[src/rtl/writeback_serializer.sv]
// Write-back serializer: takes one retiring instruction's E/M result pair
// and issues it to the single register file write port, E first then M.
// Pending (issued-but-not-yet-retired-from-here) writes are visible to
// decode through a combinational forwarding lookup.
module writeback_serializer #(
  parameter int                  DATA_WID = 64,
  parameter int                  ADDR_WID = 4,
  parameter logic [ADDR_WID-1:0] RNONE    = {ADDR_WID{1'b1}},
  parameter int                  CNT_WID  = 16
) (
  input  logic                CLK,
  input  logic                RST,
  input  logic                in_valid,
  output logic                in_ready,
  input  logic [ADDR_WID-1:0] in_destE,
  input  logic [DATA_WID-1:0] in_valE,
  input  logic [ADDR_WID-1:0] in_destM,
  input  logic [DATA_WID-1:0] in_valM,
  output logic                wr_en,
  output logic [ADDR_WID-1:0] wr_addr,
  output logic [DATA_WID-1:0] wr_data,
  input  logic [ADDR_WID-1:0] fwd_src,
  output logic                fwd_hit,
  output logic [DATA_WID-1:0] fwd_data,
  output logic                busy,
  output logic [CNT_WID-1:0]  wb_count
);

  typedef enum logic [1:0] {IDLE, WR_E, WR_M} state_t;

  state_t              state;
  logic [ADDR_WID-1:0] dest_e_l;
  logic [ADDR_WID-1:0] dest_m_l;
  logic [DATA_WID-1:0] val_e_l;
  logic [DATA_WID-1:0] val_m_l;
  logic                xfer;
  logic                m_follows;

  // E-phase with an M write still owed blocks the producer; any final write cycle accepts
  assign m_follows = (state == WR_E) && (dest_m_l != RNONE);
  assign in_ready  = !m_follows;
  assign xfer      = in_valid && in_ready;
  assign busy      = (state != IDLE);

  // Sequencer: state, latched pair, registered write port and write counter
  always_ff @(posedge CLK) begin
    if (RST) begin
      state    <= IDLE;
      wr_en    <= 1'b0;
      wr_addr  <= '0;
      wr_data  <= '0;
      wb_count <= '0;
      dest_e_l <= RNONE;
      dest_m_l <= RNONE;
      val_e_l  <= '0;
      val_m_l  <= '0;
    end else begin
      if (wr_en) wb_count <= wb_count + 1'b1;

      if (m_follows) begin
        state   <= WR_M;
        wr_en   <= 1'b1;
        wr_addr <= dest_m_l;
        wr_data <= val_m_l;
      end else if (xfer) begin
        dest_e_l <= in_destE;
        val_e_l  <= in_valE;
        dest_m_l <= in_destM;
        val_m_l  <= in_valM;
        if (in_destE != RNONE) begin
          state   <= WR_E;
          wr_en   <= 1'b1;
          wr_addr <= in_destE;
          wr_data <= in_valE;
        end else if (in_destM != RNONE) begin
          state   <= WR_M;
          wr_en   <= 1'b1;
          wr_addr <= in_destM;
          wr_data <= in_valM;
        end else begin
          // Instruction retires with nothing to write; leave no stale pending entries
          state    <= IDLE;
          wr_en    <= 1'b0;
          dest_e_l <= RNONE;
          dest_m_l <= RNONE;
          val_e_l  <= '0;
          val_m_l  <= '0;
        end
      end else begin
        state <= IDLE;
        wr_en <= 1'b0;
      end
    end
  end

  // Forwarding lookup over the pending writes; M is younger so it wins a double match
  always_comb begin
    logic hit_e;
    logic hit_m;
    hit_e    = 1'b0;
    hit_m    = 1'b0;
    fwd_hit  = 1'b0;
    fwd_data = '0;
    if (fwd_src != RNONE) begin
      hit_e = (state == WR_E) && (dest_e_l == fwd_src);
      hit_m = (state != IDLE) && (dest_m_l == fwd_src);
    end
    fwd_hit = hit_e || hit_m;
    if (hit_m)      fwd_data = val_m_l;
    else if (hit_e) fwd_data = val_e_l;
  end

endmodule

[config.mk]
export PLATFORM = sky130hd
export DESIGN_NAME = writeback_serializer
export DESIGN_NICKNAME = d
export VERILOG_FILES = /design/src/rtl/writeback_serializer.sv
export SDC_FILE = /design/constraint.sdc
export NUM_CORES = 1
export LEC_CHECK = 0
export CAP_MARGIN = 5
export CORE_ASPECT_RATIO = 1.2
export CORE_UTILIZATION = 35
export DETAILED_ROUTE_END_ITERATION = 7
export SETUP_SLACK_MARGIN = 0.2
export SLEW_MARGIN = 20
export SYNTH_ARGS = -nofsm -noshare
export SYNTH_HDL_FRONTEND = slang
export SYNTH_SLANG_ARGS = --single-unit
export TNS_END_PERCENT = 10
[constraint.sdc]
create_clock -name CLK -period 1.5 [get_ports CLK]
set_input_delay 0.15 -clock CLK [delete_from_list [all_inputs] [get_ports CLK]]
set_output_delay 0.15 -clock CLK [all_outputs]
set_load 0.01 [all_outputs]
==> flow_metrics.py <==
metrics = {
    "outcome": {
        "status": "finished with violations",
        "violations": "negative setup slack",
    },
    "layout": {
        "finish.utilization_pct": 52.77,
        "stdcell_count": 1873,
        "final_area_mm2": 0.01572,
        "final_layout_size_suffix_gt1_share_pct": 28.70,
        "multiInputGateArea_mm2": 0.005717,
        "nNetsFinal": 1608,
        "syn2layout_area_growth_pct": 47.72,
        "register_area_mm2": 0.004499,
        "fill_cells": 2767,
    },
    "synth": {
        "synthTopCellsByCount": "dfxtp_1, nor2_1, a22oi_1",
        "synth.avg_cell_area_um2": 9.267,
        "synth_cell_types": 49,
        "synth_top_cell_by_area": "dfxtp_1",
        "netlist_top_cells_area": "dfxtp_1, a22oi_1, mux2_2, nor2_1, nor3_1",
        "synth_top_area_share_pct": 41.96,
        "mappedNetlistArea_mm2": 0.01064,
        "syn_nets": 1292,
        "async_flop_share_pct": 0,
        "yosys_warnings": 0,
        "yosysMostFrequentCell": "dfxtp_1",
        "synth_ff_type": "dfxtp_1",
        "synth_edf_count": 0,
        "synthCells": 1148,
        "ys_ff_latch": 223,
        "seq_area_frac_synth_pct": 41.96,
    },
    "grt": {
        "grt-ovfl-total": 0,
        "grt_pass1_vias": 10280,
        "grt_max_degree": 102,
        "antenna_found_initial": 1,
        "grt_pass1_wl_mm": 60.58,
        "track_usage_pct": 24.97,
    },
    "routing": {
        "vias": 10550,
        "drc_errors": 0,
        "drt_wl_total_mm": 40.71,
        "vias_per_cell": 5.631,
        "drt_iter0_drc": 899,
        "routedWlPerCell_um": 21.73,
        "drt_first_pass_iters": 8,
        "antenna_left": 0,
    },
    "power": {
        "sequentialPowerShare_pct": 42.2,
        "power.leakage_nw": 6.529,
        "vdd_drop_max_mv": 0.6910,
        "power_density_mw_per_mm2": 1002,
        "power_switching_share_pct": 27.25,
        "p_int_w": 0.01145,
        "p_sw_w": 0.004290,
        "clock_power_share_pct": 39.1,
        "combPwrFrac_pct": 18.7,
    },
    "sta": {
        "rsz0062_at_grt": "true",
        "setup_slack_ns": -0.9006,
        "fmax_mhz": 416.6,
        "hold_violations": 0,
        "worstMarginPinSlew_ns": 0.9667,
        "fin_crit_sh_pct": 160.0,
        "relSlewSlack_pct": 35.40,
        "fin_tns_setup_ns": -90.63,
        "slew_violations": 0,
        "fin_crit_ns": 2.401,
        "fin_skew_ns": 0.008635,
        "setup_viol": 268,
    },
    "setup_path": {
        "cp_slowest_cell": "dfxtp_2",
        "worstPathRequired_ns": 1.35,
        "critical_path_class": "reg2out",
        "reg2reg_to": "wr_data[17]",
        "r2r_start": "dest_m_l[2]",
        "cp-end-kind": "output port",
        "crit_top_cell": "buf_12",
        "ff2ff_setup_slack_ns": -0.44,
        "worst_path_largest_cell_delay_ns": 0.34,
        "r2r_cells": 6,
        "start_kind": "flip-flop",
        "cp_data_arrival_time_ns": 2.25,
        "critical_path_peak_fanout": 18,
        "crit_path_cell_trace": "xor2_1, nor2_1, o2111ai_4, buf_12, buf_12, mux2_4, clkdlybuf4s15_2",
    },
    "floorplanning": {
        "std_cell_rows": 69,
        "core-area_mm2": 0.02978,
        "initial_core_util_pct": 35.72,
        "die_w_um": 161.2,
        "die-height_um": 193.0,
        "io_pins": 295,
        "die_area_mm2": 0.03110,
    },
    "clocking": {
        "clk-insertion-delay-late_ns": 0.51,
        "cts_num_sinks": 223,
        "clk_pin_slew_ns": 0.06,
        "cts_root_buffer": "clkbuf_16",
        "cts_buffers": 25,
        "htree_levels": 1,
        "cts_tree": "done",
        "clk_path_buf_depth": 3,
        "ctsHoldBuffers": 0,
    },
    "hold_path": {
        "worstHoldEndpoint": "val_m_l[10]",
        "min_path_type": "in2reg",
        "min_path_cells": 3,
        "hold_start": "RST",
    },
    "placed_design": {
        "placed_area_mm2": 0.01451,
        "dp_cells": 1812,
        "numPortBuffers": 294,
        "dpl.hpwl_mm": 26.18,
        "place.gp.congestion": 0.8494,
    },
    "job": {
        "drv_cap": 0,
    },
}
-- power groups by stage --
stage | clock network [W] | registers (W) | logic (W)
final | 0.00616 | 0.00664 | 0.00294
after global routing | 0.00652 | 0.00668 | 0.00315
after CTS | 0.00626 | 0.00663 | 0.00290
after detailed placement | 0 | 0.00675 | 0.00281
after global placement | 0 | 0.00675 | 0.00278
after floorplan | 0 | 0.00675 | 0.00133
-- worst max-delay path: cells and delay by family, from the launching register on --
family                    cells  cell delay [ns]
DFF                           1             0.34
buffers and inverters         3             0.56
muxes                         1             0.32
xor gates and xnor gates      1             0.16
and+or+nand+nor               1             0.19
AOI/OAI and AO/OA             1             0.15
-- metrics by stage --
stage	setup WS (ns)	power (W)	hold WS, ns
finish	-0.9006	0.01574	0.1509
floorplan	0.03212	0.008082	0.2750
global route	-0.9528	0.01635	0.1461
CTS	-0.9960	0.01579	0.1443
detailed placement	-1.089	0.009559	0.4478
global placement	-1.147	0.009533	0.4460
-- layout make-up --
cell class              count  area share [%]
multi-input cells         739           36.37
flip-flops and latches    223           28.63
repair buffers            404           24.95
clock buffers              38           4.673
well taps                 390           3.105
inverters                  71           1.712
clock inverters             6          0.5254
diodes                      2         0.03184
-- worst max-delay path by stage --
| stage | start | to | slack [ns] | cells after the start |
|---|---|---|---|---|
| floorplan | state[1] | fwd_data[14] | 0.03 | 5 |
| global placement | fwd_src[3] | fwd_data[57] | -1.15 | 8 |
| detailed placement | fwd_src[0] | fwd_data[57] | -1.09 | 8 |
| CTS | dest_m_l[2] | fwd_data[33] | -1.0 | 7 |
| global route | dest_m_l[2] | fwd_data[63] | -0.95 | 7 |
| finish | dest_m_l[2] | fwd_data[39] | -0.90 | 7 |
-- cells by family after synthesis --
group	Yosys count	share of synthesized area (%)
mux	99	10.44
fa+ha+maj	1	0.1176
compound gates	289	21.53
xor+xnor	18	1.482
flops	223	41.96
buf+inv	186	9.550
simple gates	332	14.91
-- sequential cells by signal, summed over array words and instances (netlist names) --
name and cells:
state 2, wb_count 16, val_m_l 64, val_e_l 64, wr_data 64, wr_en 1, dest_e_l 4, dest_m_l 4
wr_addr 4
-- cell usage in the layout (no fill, tap or decap), types with 24 or more instances in the layout --
cell type,count
nor2_1,148
o21ai_0,34
a22oi_1,127
mux2_4,52
clkdlybuf4s50_1,140
nor3_1,60
and3_1,38
buf_12,25
mux2i_1,33
o2bb2ai_1,33
a311oi_1,35
buf_6,26
nor3_2,24
clkbuf_16,27
clkbuf_2,62
buf_4,67
dfxtp_1,199
clkdlybuf4s15_1,25
inv_1,69
a221o_1,29
-- what timing repair did --
item / 4_1_cts / 5_1_grt
pin swaps: 31 / 23
setup buffers: 6 / 1
cloned: 5 / 3
gates resized for setup: 397 / 177
endpoints found under the setup margin: 368 / 344
-- per-layer routing --
metal  global-route usage (%)  wire length [um]  share of wire (%)  up-vias
li1                         -                 -                  -     4834
met1                    31.58             16700                 41     5156
met2                    42.69             19590                 48      484
met3                    4.941              3310                8.1       72
met4                    7.910              1108                2.7        0
met5                        0                 0                  0        -
Power figures use the tool's default switching activity.
